`config.mk`:
```
export PLATFORM = sky130hd
export DESIGN_NAME = shr_seq
export DESIGN_NICKNAME = d
export VERILOG_FILES = /design/src/rtl/shr_seq.sv
export SDC_FILE = /design/constraint.sdc
export NUM_CORES = 1
export LEC_CHECK = 0
export CAP_MARGIN = 20
export CELL_PAD_IN_SITES_DETAIL_PLACEMENT = 1
export CELL_PAD_IN_SITES_GLOBAL_PLACEMENT = 1
export CORE_UTILIZATION = 26
export CTS_BUF_LIST = sky130_fd_sc_hd__clkbuf_16
export DETAILED_ROUTE_END_ITERATION = 6
export PLACE_DENSITY_LB_ADDON = 0.1
export SLEW_MARGIN = 20
export SYNTH_ARGS = -nofsm -noshare
export SYNTH_HDL_FRONTEND = slang
export SYNTH_HIERARCHICAL = 1
export SYNTH_SLANG_ARGS = --single-unit
```
`constraint.sdc`:
```
create_clock -name clk -period 1.95 [get_ports clk]
set_input_delay 0.39 -clock clk [delete_from_list [all_inputs] [get_ports clk]]
set_output_delay 0.39 -clock clk [all_outputs]
set_load 0.01 [all_outputs]
```
`src/rtl/shr_seq.sv`:
```
// shr_seq: word-serial in-place one-bit right shift of a multi-word operand.
// Word 0 is the most significant word; the carry ripples from word k into the
// MSB of word k+1. Each word takes two cycles: READ issues the address to the
// synchronous RAM, WRITE consumes the returned data and writes the shifted word.
//
// Handshake: start is a one-cycle request that is accepted only while ready = 1;
// ready drops on the following cycle and rises again once carry_out is valid.

// One-bit right shift stage: carry_in enters at the MSB, the LSB leaves.
module shr #(
    parameter int OPW = 32
) (
    input  logic [OPW-1:0] a,
    input  logic           carry_in,
    output logic [OPW-1:0] adiv2,
    output logic           carry_out
);

    // Pure wiring, no state.
    always_comb begin
        adiv2     = {carry_in, a[OPW-1:1]};
        carry_out = a[0];
    end

endmodule

module shr_seq #(
    parameter int OPW = 32,
    parameter int ADW = 8
) (
    input  logic           clk,
    input  logic           reset_n,
    input  logic           start,
    input  logic [ADW-1:0] length,
    input  logic           carry_in,
    output logic           ready,
    output logic           carry_out,
    output logic [ADW-1:0] mem_addr,
    input  logic [OPW-1:0] mem_rd_data,
    output logic           mem_wr_en,
    output logic [OPW-1:0] mem_wr_data
);

    localparam logic [1:0] IDLE  = 2'd0;
    localparam logic [1:0] READ  = 2'd1;
    localparam logic [1:0] WRITE = 2'd2;
    localparam logic [1:0] DONE  = 2'd3;

    localparam logic [ADW-1:0] ADDR_ONE = {{(ADW-1){1'b0}}, 1'b1};

    logic [1:0]     state;
    logic [ADW-1:0] len_reg;
    logic [ADW-1:0] addr_reg;
    logic           carry_reg;
    logic           carry_out_reg;
    logic           ready_reg;

    logic [OPW-1:0] shr_adiv2;
    logic           shr_carry;

    // The shift stage always sees the RAM data; it is only used in WRITE.
    shr #(.OPW(OPW)) u_shr (
        .a         (mem_rd_data),
        .carry_in  (carry_reg),
        .adiv2     (shr_adiv2),
        .carry_out (shr_carry)
    );

    // Sequencer state and operand bookkeeping.
    always_ff @(posedge clk or negedge reset_n) begin
        if (!reset_n) begin
            state         <= IDLE;
            len_reg       <= '0;
            addr_reg      <= '0;
            carry_reg     <= 1'b0;
            carry_out_reg <= 1'b0;
            ready_reg     <= 1'b1;
        end else begin
            case (state)
                IDLE: begin
                    if (start) begin
                        len_reg   <= length;
                        carry_reg <= carry_in;
                        addr_reg  <= '0;
                        ready_reg <= 1'b0;
                        state     <= (length != '0) ? READ : DONE;
                    end
                end
                READ: begin
                    state <= WRITE;
                end
                WRITE: begin
                    carry_reg <= shr_carry;
                    addr_reg  <= addr_reg + ADDR_ONE;
                    // length >= 1 here, so len_reg - 1 cannot underflow.
                    state     <= (addr_reg == (len_reg - ADDR_ONE)) ? DONE : READ;
                end
                DONE: begin
                    carry_out_reg <= carry_reg;
                    ready_reg     <= 1'b1;
                    state         <= IDLE;
                end
                default: begin
                    state <= IDLE;
                end
            endcase
        end
    end

    // Memory port decode from the current state; idle values are all zero so
    // an asynchronous reset silences the port immediately.
    always_comb begin
        mem_addr    = '0;
        mem_wr_en   = 1'b0;
        mem_wr_data = '0;
        case (state)
            READ: begin
                mem_addr = addr_reg;
            end
            WRITE: begin
                mem_addr    = addr_reg;
                mem_wr_en   = 1'b1;
                mem_wr_data = shr_adiv2;
            end
            default: begin
                mem_addr = '0;
            end
        endcase
    end

    // Status outputs are straight register copies.
    always_comb begin
        ready     = ready_reg;
        carry_out = carry_out_reg;
    end

endmodule

```
# ---- Yosys cells after proc, flatten, opt, wreduce, memory -nomap -nowiden
# Index checks and enable logic that the tools add are counted.
dict set report word_totals {
  in_bits 44
  register_bits 21
  word_cells 34
}
dict set report op_classes {
  mux 13
  reduce_logical 8
  n_eq_ne 5
  n_addsub 2
}
# op n
set op_table {}
lappend op_table {{32-bit 2-to-1 mux} 1}
lappend op_table {{8-bit 2-to-1 mux} 2}
lappend op_table {{8-bit one-hot mux with 2 select lines} 1}
lappend op_table {{8-bit by 1-bit adder with 8-bit output, second input constant} 1}
lappend op_table {{8-bit == test} 1}
lappend op_table {{2-bit one-hot mux with 4 select lines} 1}
lappend op_table {{8-bit nonzero test} 1}
lappend op_table {{8-bit by 1-bit subtractor with 8-bit output, second input constant} 1}
lappend op_table {{2-bit 2-to-1 mux} 3}
lappend op_table {{2-bit AND reduction} 3}
lappend op_table {{2-bit == test, second input constant} 2}
lappend op_table {{1-bit one-hot mux with 2 select lines} 2}
lappend op_table {{2-bit nonzero test} 2}
lappend op_table {{1-bit 2-to-1 mux} 3}
lappend op_table {{2-bit by 1-bit == test with 1-bit output, second input constant} 1}
lappend op_table {{2-bit zero test} 1}
lappend op_table {{2-bit != test, second input constant} 1}
lappend op_table {{2-bit OR reduction} 1}

# ---- Logic depth before layout (Yosys ltp)
dict set report depth {
  depth_word 4
  ltp_mapped 9
}

# ---- By module
# Netlist, hierarchy kept.
# mod cells_each area_each_um2 n_inst
set modules_own_cells {}
lappend modules_own_cells {shr_seq 165 1488.9 1}
lappend modules_own_cells {shr 33 247.7 1}

# ---- Worst setup path after synthesis
# No wires, ideal clock.
dict set report synth_path {
  kind {reg2reg}
  start {register state[1]}
  end {register addr_reg[7]}
  period_less_slack_ps 1875
  setup_ps 78
  path_stages_with_launch 10
  arrival_ps 1798
  path_slack_ps 75
  cell_sequence {dfrtp_1 -> inv_1 -> ha_1 -> buf_2 -> nand2b_1 -> buf_2 -> o21a_1 -> nand4_1 -> or3_1 -> a21oi_1}
}
dict set report synth_between {
  elab_chain_len 3
  elab_cells_between_ends 6
}
# item line
set synth_rtl {}
lappend synth_rtl {{from (decl)} 51} ;# logic [1:0] state;
lappend synth_rtl {{from (signal assigned)} 86} ;# state <= (length != '0) ? READ : DONE;
lappend synth_rtl {{from (signal assigned)} 96} ;# state <= (addr_reg == (len_reg - ADDR_ONE)) ? DONE : READ;
lappend synth_rtl {{2-bit == test or 2-bit zero test (tied branches)} 79} ;# case (state)
lappend synth_rtl {{2-bit nonzero test (no line) or 2-bit != test (tied branches)} n/a}
lappend synth_rtl {{2-bit AND reduction (no line)} n/a}
lappend synth_rtl {{to (signal assigned)} 94} ;# addr_reg <= addr_reg + ADDR_ONE;
lappend synth_rtl {{to (decl)} 53} ;# logic [ADW-1:0] addr_reg;
# Several ways; a longest one is shown, not always the timed one.
# A chain may end at the register's enable or synchronous reset.

# ---- Final worst setup path
dict set report layout_path {
  start {register state[1]}
  end {output mem_wr_data[12]}
}
dict set report layout_between {
  elab_chain_len 2
}
# item line
set layout_rtl {}
lappend layout_rtl {{2-bit == test} 116} ;# case (state)
lappend layout_rtl {{32-bit 2-to-1 mux} 116}
lappend layout_rtl {{to (decl)} 41} ;# output logic [OPW-1:0] mem_wr_data
# No other way between the ends.

==> load_flow_metrics.sql <==
INSERT INTO impl_metrics (metric_group, metric, value, unit) VALUES
('cts', 'cts.reportedPaths.clkPinSlew', '0.06', 'ns'),
('yosys', 'synth_warnings', '6', ''),
('global_route', 'grt_usage', '0.142', ''),
('yosys', 'yosys.area_share.xor_xnor', '0.0504', ''),
('yosys', 'synth_compound_gate_area_share', '0.0908', ''),
('setup_path', 'worst_setup_path_start_kind', 'flop', ''),
('drt', 'dr.pass1.iters', '4', ''),
('drt', 'highest-signal-layer', 'met4', ''),
('yosys', 'synthSimpleGateAreaFrac', '0.268', ''),
('yosys', 'ys_seq_elements', '21', ''),
('timing', 'maxSlewViolCount', '0', ''),
('yosys', 'yosys.cell_count.top_type', 'and2_1', ''),
('yosys', 'synth_top_flop_cell', 'dfrtp_1', ''),
('cts', 'tritoncts_buffers', '3', ''),
('drt', 'post_drt_wl_per_cell', '13.5', 'µm'),
('job', 'cap_viol_max_count', '0', ''),
('floorplanning', 'die_x', '83.7', 'µm'),
('cts', 'cts_root_buffer', 'clkbuf_16', ''),
('global_route', 'grt_antenna_before_repair', '0', ''),
('timing', 'setup_violations', '0', ''),
('drt', 'drt.antenna.violating_nets', '0', ''),
('floorplanning', 'row_count', '29', ''),
('final_layout', 'postLayoutCoreUtil', '0.414', ''),
('placed_design', 'postPlaceCellArea', '0.00255', 'mm²'),
('floorplanning', 'dieHeight', '83.7', 'µm'),
('global_route', 'grt_pass1_wl', '7.91', 'mm'),
('setup_path', 'regToRegStartpoint', 'len_reg[0]$_DFFE_PN0P_', ''),
('setup_path', 'startpoint_to_endpoint_class_of_the_critical_path', 'flop to output pin', ''),
('floorplanning', 'floorplan.initialDensity', '0.272', ''),
('outcome', 'status', 'completed', ''),
('cts', 'clk-insertion-delay-late', '0.26', 'ns'),
('yosys', 'yosysUniqueCellTypes', '41', ''),
('timing', 'max_clock_freq', '529', 'MHz'),
('timing', 'final-hold-violation-count', '0', ''),
('yosys', 'ys_top_cells_by_area', 'dfrtp_1, and2_1, buf_4', ''),
('drt', 'vias_after_detailed_routing', '1532', ''),
('yosys', 'post_synthesis_instance_area', '0.00174', 'mm²'),
('global_route', 'grt.overflow.total', '0', ''),
('final_layout', 'finish.cell_count_without_fillers', '344', ''),
('setup_path', 'cp_data_required_time', '1.56', 'ns'),
('final_layout', 'num-nets-final', '317', ''),
('setup_path', 'arrival', '1.50', 'ns'),
('worst_hold_path', 'worst_hold_path_type', 'input pin to asynchronous set/reset pin', ''),
('placed_design', 'gp_congestion', '0.670', ''),
('drt', 'via_per_inst', '4.45', ''),
('timing', 'skew', '0.00293', 'ns'),
('yosys', 'dominant_combinational_cell_family_by_area_after_synthesis', 'simple AND/OR/NAND/NOR gates', ''),
('yosys', 'synthesized_instance_count', '198', ''),
('placed_design', 'dp.final_hpwl', '3.55', 'mm'),
('cts', 'tritoncts', 'done', ''),
('final_layout', 'area_growth_syn_to_layout', '52.4', '%'),
('final_layout', 'antennaDiodeCount', '0', ''),
('yosys', 'synth-adder-area-share', '0.0360', ''),
('yosys', 'synth_commonest_cells', 'and2_1, buf_4, dfrtp_1, nor2_1, mux2_2', ''),
('floorplanning', 'num_io_pins', '87', ''),
('cts', 'cts-htree-levels', '1', ''),
('power_and_ir_drop', 'ir_drop', '0.293', 'mV'),
('floorplanning', 'fp.coreArea', '0.00639', 'mm²'),
('setup_path', 'crit_path_end_kind', 'output pin', ''),
('timing', 'rsz0062_at_grt', 'no', ''),
('yosys', 'synthesis.nets', '247', ''),
('yosys', 'postSynthAreaPerCell', '8.77', 'µm²'),
('placed_design', 'pre_cts_slack', '-0.0241', 'ns'),
('floorplanning', 'design.die.area', '0.00701', 'mm²'),
('yosys', 'synthMuxAreaShare', '0.0771', ''),
('cts', 'cts_sink_cnt', '21', ''),
('drt', 'detail_route.iter0.violations', '31', ''),
('power_and_ir_drop', 'power-per-cell-area', '373', 'mW/mm²'),
('cts', 'post_cts_hold_buffer_count', '0', ''),
('placed_design', 'numPlacedInstances', '337', ''),
('final_layout', 'design_area', '0.00265', 'mm²');
==> critical path: stages, from the launching register on <==
cell and delay [ns]:
dfrtp_1 0.41, buf_6 0.14, ha_4 0.18, buf_12 0.15
and2_1 0.13, clkdlybuf4s15_1 0.23
==> where the power goes <==
part / switching, mW / total (mW) / internal [mW]
combinational: 0.0239 / 0.104 / 0.0797
sequential: 0.00110 / 0.438 / 0.437
clock: 0.171 / 0.444 / 0.274
total: 0.196 / 0.986 / 0.790
==> metrics by stage <==
step / hold WS [ns] / power [mW] / TNS [ns]
floorplan: 0.0944 / 0.495 / 0
global placement: 0.485 / 0.550 / -0.0239
detailed placement: 0.502 / 0.551 / -0.0316
CTS: 0.502 / 1.00 / 0
global route: 0.512 / 1.03 / 0
finish: 0.486 / 0.986 / 0
==> what timing repair did <==
item / in CTS / in global routing
gates resized for setup: 73 / 31
buffers inserted: 1 / 1
pin swaps: 0 / 3
cloned: 1 / 0
endpoints found under the setup margin: 41 / 35
==> path summary, 6_finish.rpt <==
kind,endpoint,slack (ns),depth (start not counted)
hold / removal,addr_reg[2]$_DFFE_PN0P_,0.49,2
hold reg to reg,ready$_DFFE_PN1P_,0.50,2
setup reg to reg,state[1]$_DFFE_PN0P_,0.09,5
min in group clk,ready$_DFFE_PN1P_,0.50,2
setup / recovery,mem_wr_data[12],0.06,5
max in group asynchronous,ready$_DFFE_PN1P_,1.17,2
==> final cells by class <==
class / count / area, µm² / share of cell area
repair buffers: 105 / 973 / 0.368
multi-input cells: 130 / 945 / 0.357
flip-flops and latches: 21 / 527 / 0.199
well taps: 77 / 96.3 / 0.0364
clock buffers: 3 / 75.1 / 0.0284
inverters: 7 / 26.3 / 0.00993
clock inverters: 1 / 3.75 / 0.00142
==> routing by layer <==
| layer | GRT usage | vias up |
|---|---|---|
| met1 | 0.183 | 718 |
| li1 | - | 767 |
| met2 | 0.239 | 42 |
| met4 | 0.0277 | 0 |
| met5 | 0 | - |
| met3 | 0.0356 | 5 |
==> cells by family after synthesis <==
family,after synthesis
mux,12
compound gates,23
fa+ha+maj,5
buf+inv,47
flops,21
simple gates,80
xor+xnor,10
==> cells in the final DEF (no fill, tap or decap), types with 2 or more instances in the layout <==
master	instances
dlygate4sd2_1	8
ha_4	2
nor2_1	11
ha_1	3
buf_2	6
buf_6	2
nand2_1	7
clkdlybuf4s15_1	21
buf_4	15
and2_1	40
mux2_2	10
a31oi_1	2
xnor2_1	3
xor2_1	7
a21oi_1	2
nor3_1	4
nand2b_1	3
dfrtp_1	20
o21ai_0	6
a21oi_2	2
clkbuf_16	3
clkbuf_2	6
nand4_1	3
inv_1	7
nor3b_1	2
clkdlybuf4s50_1	45
(Power assumes the default switching activity.)
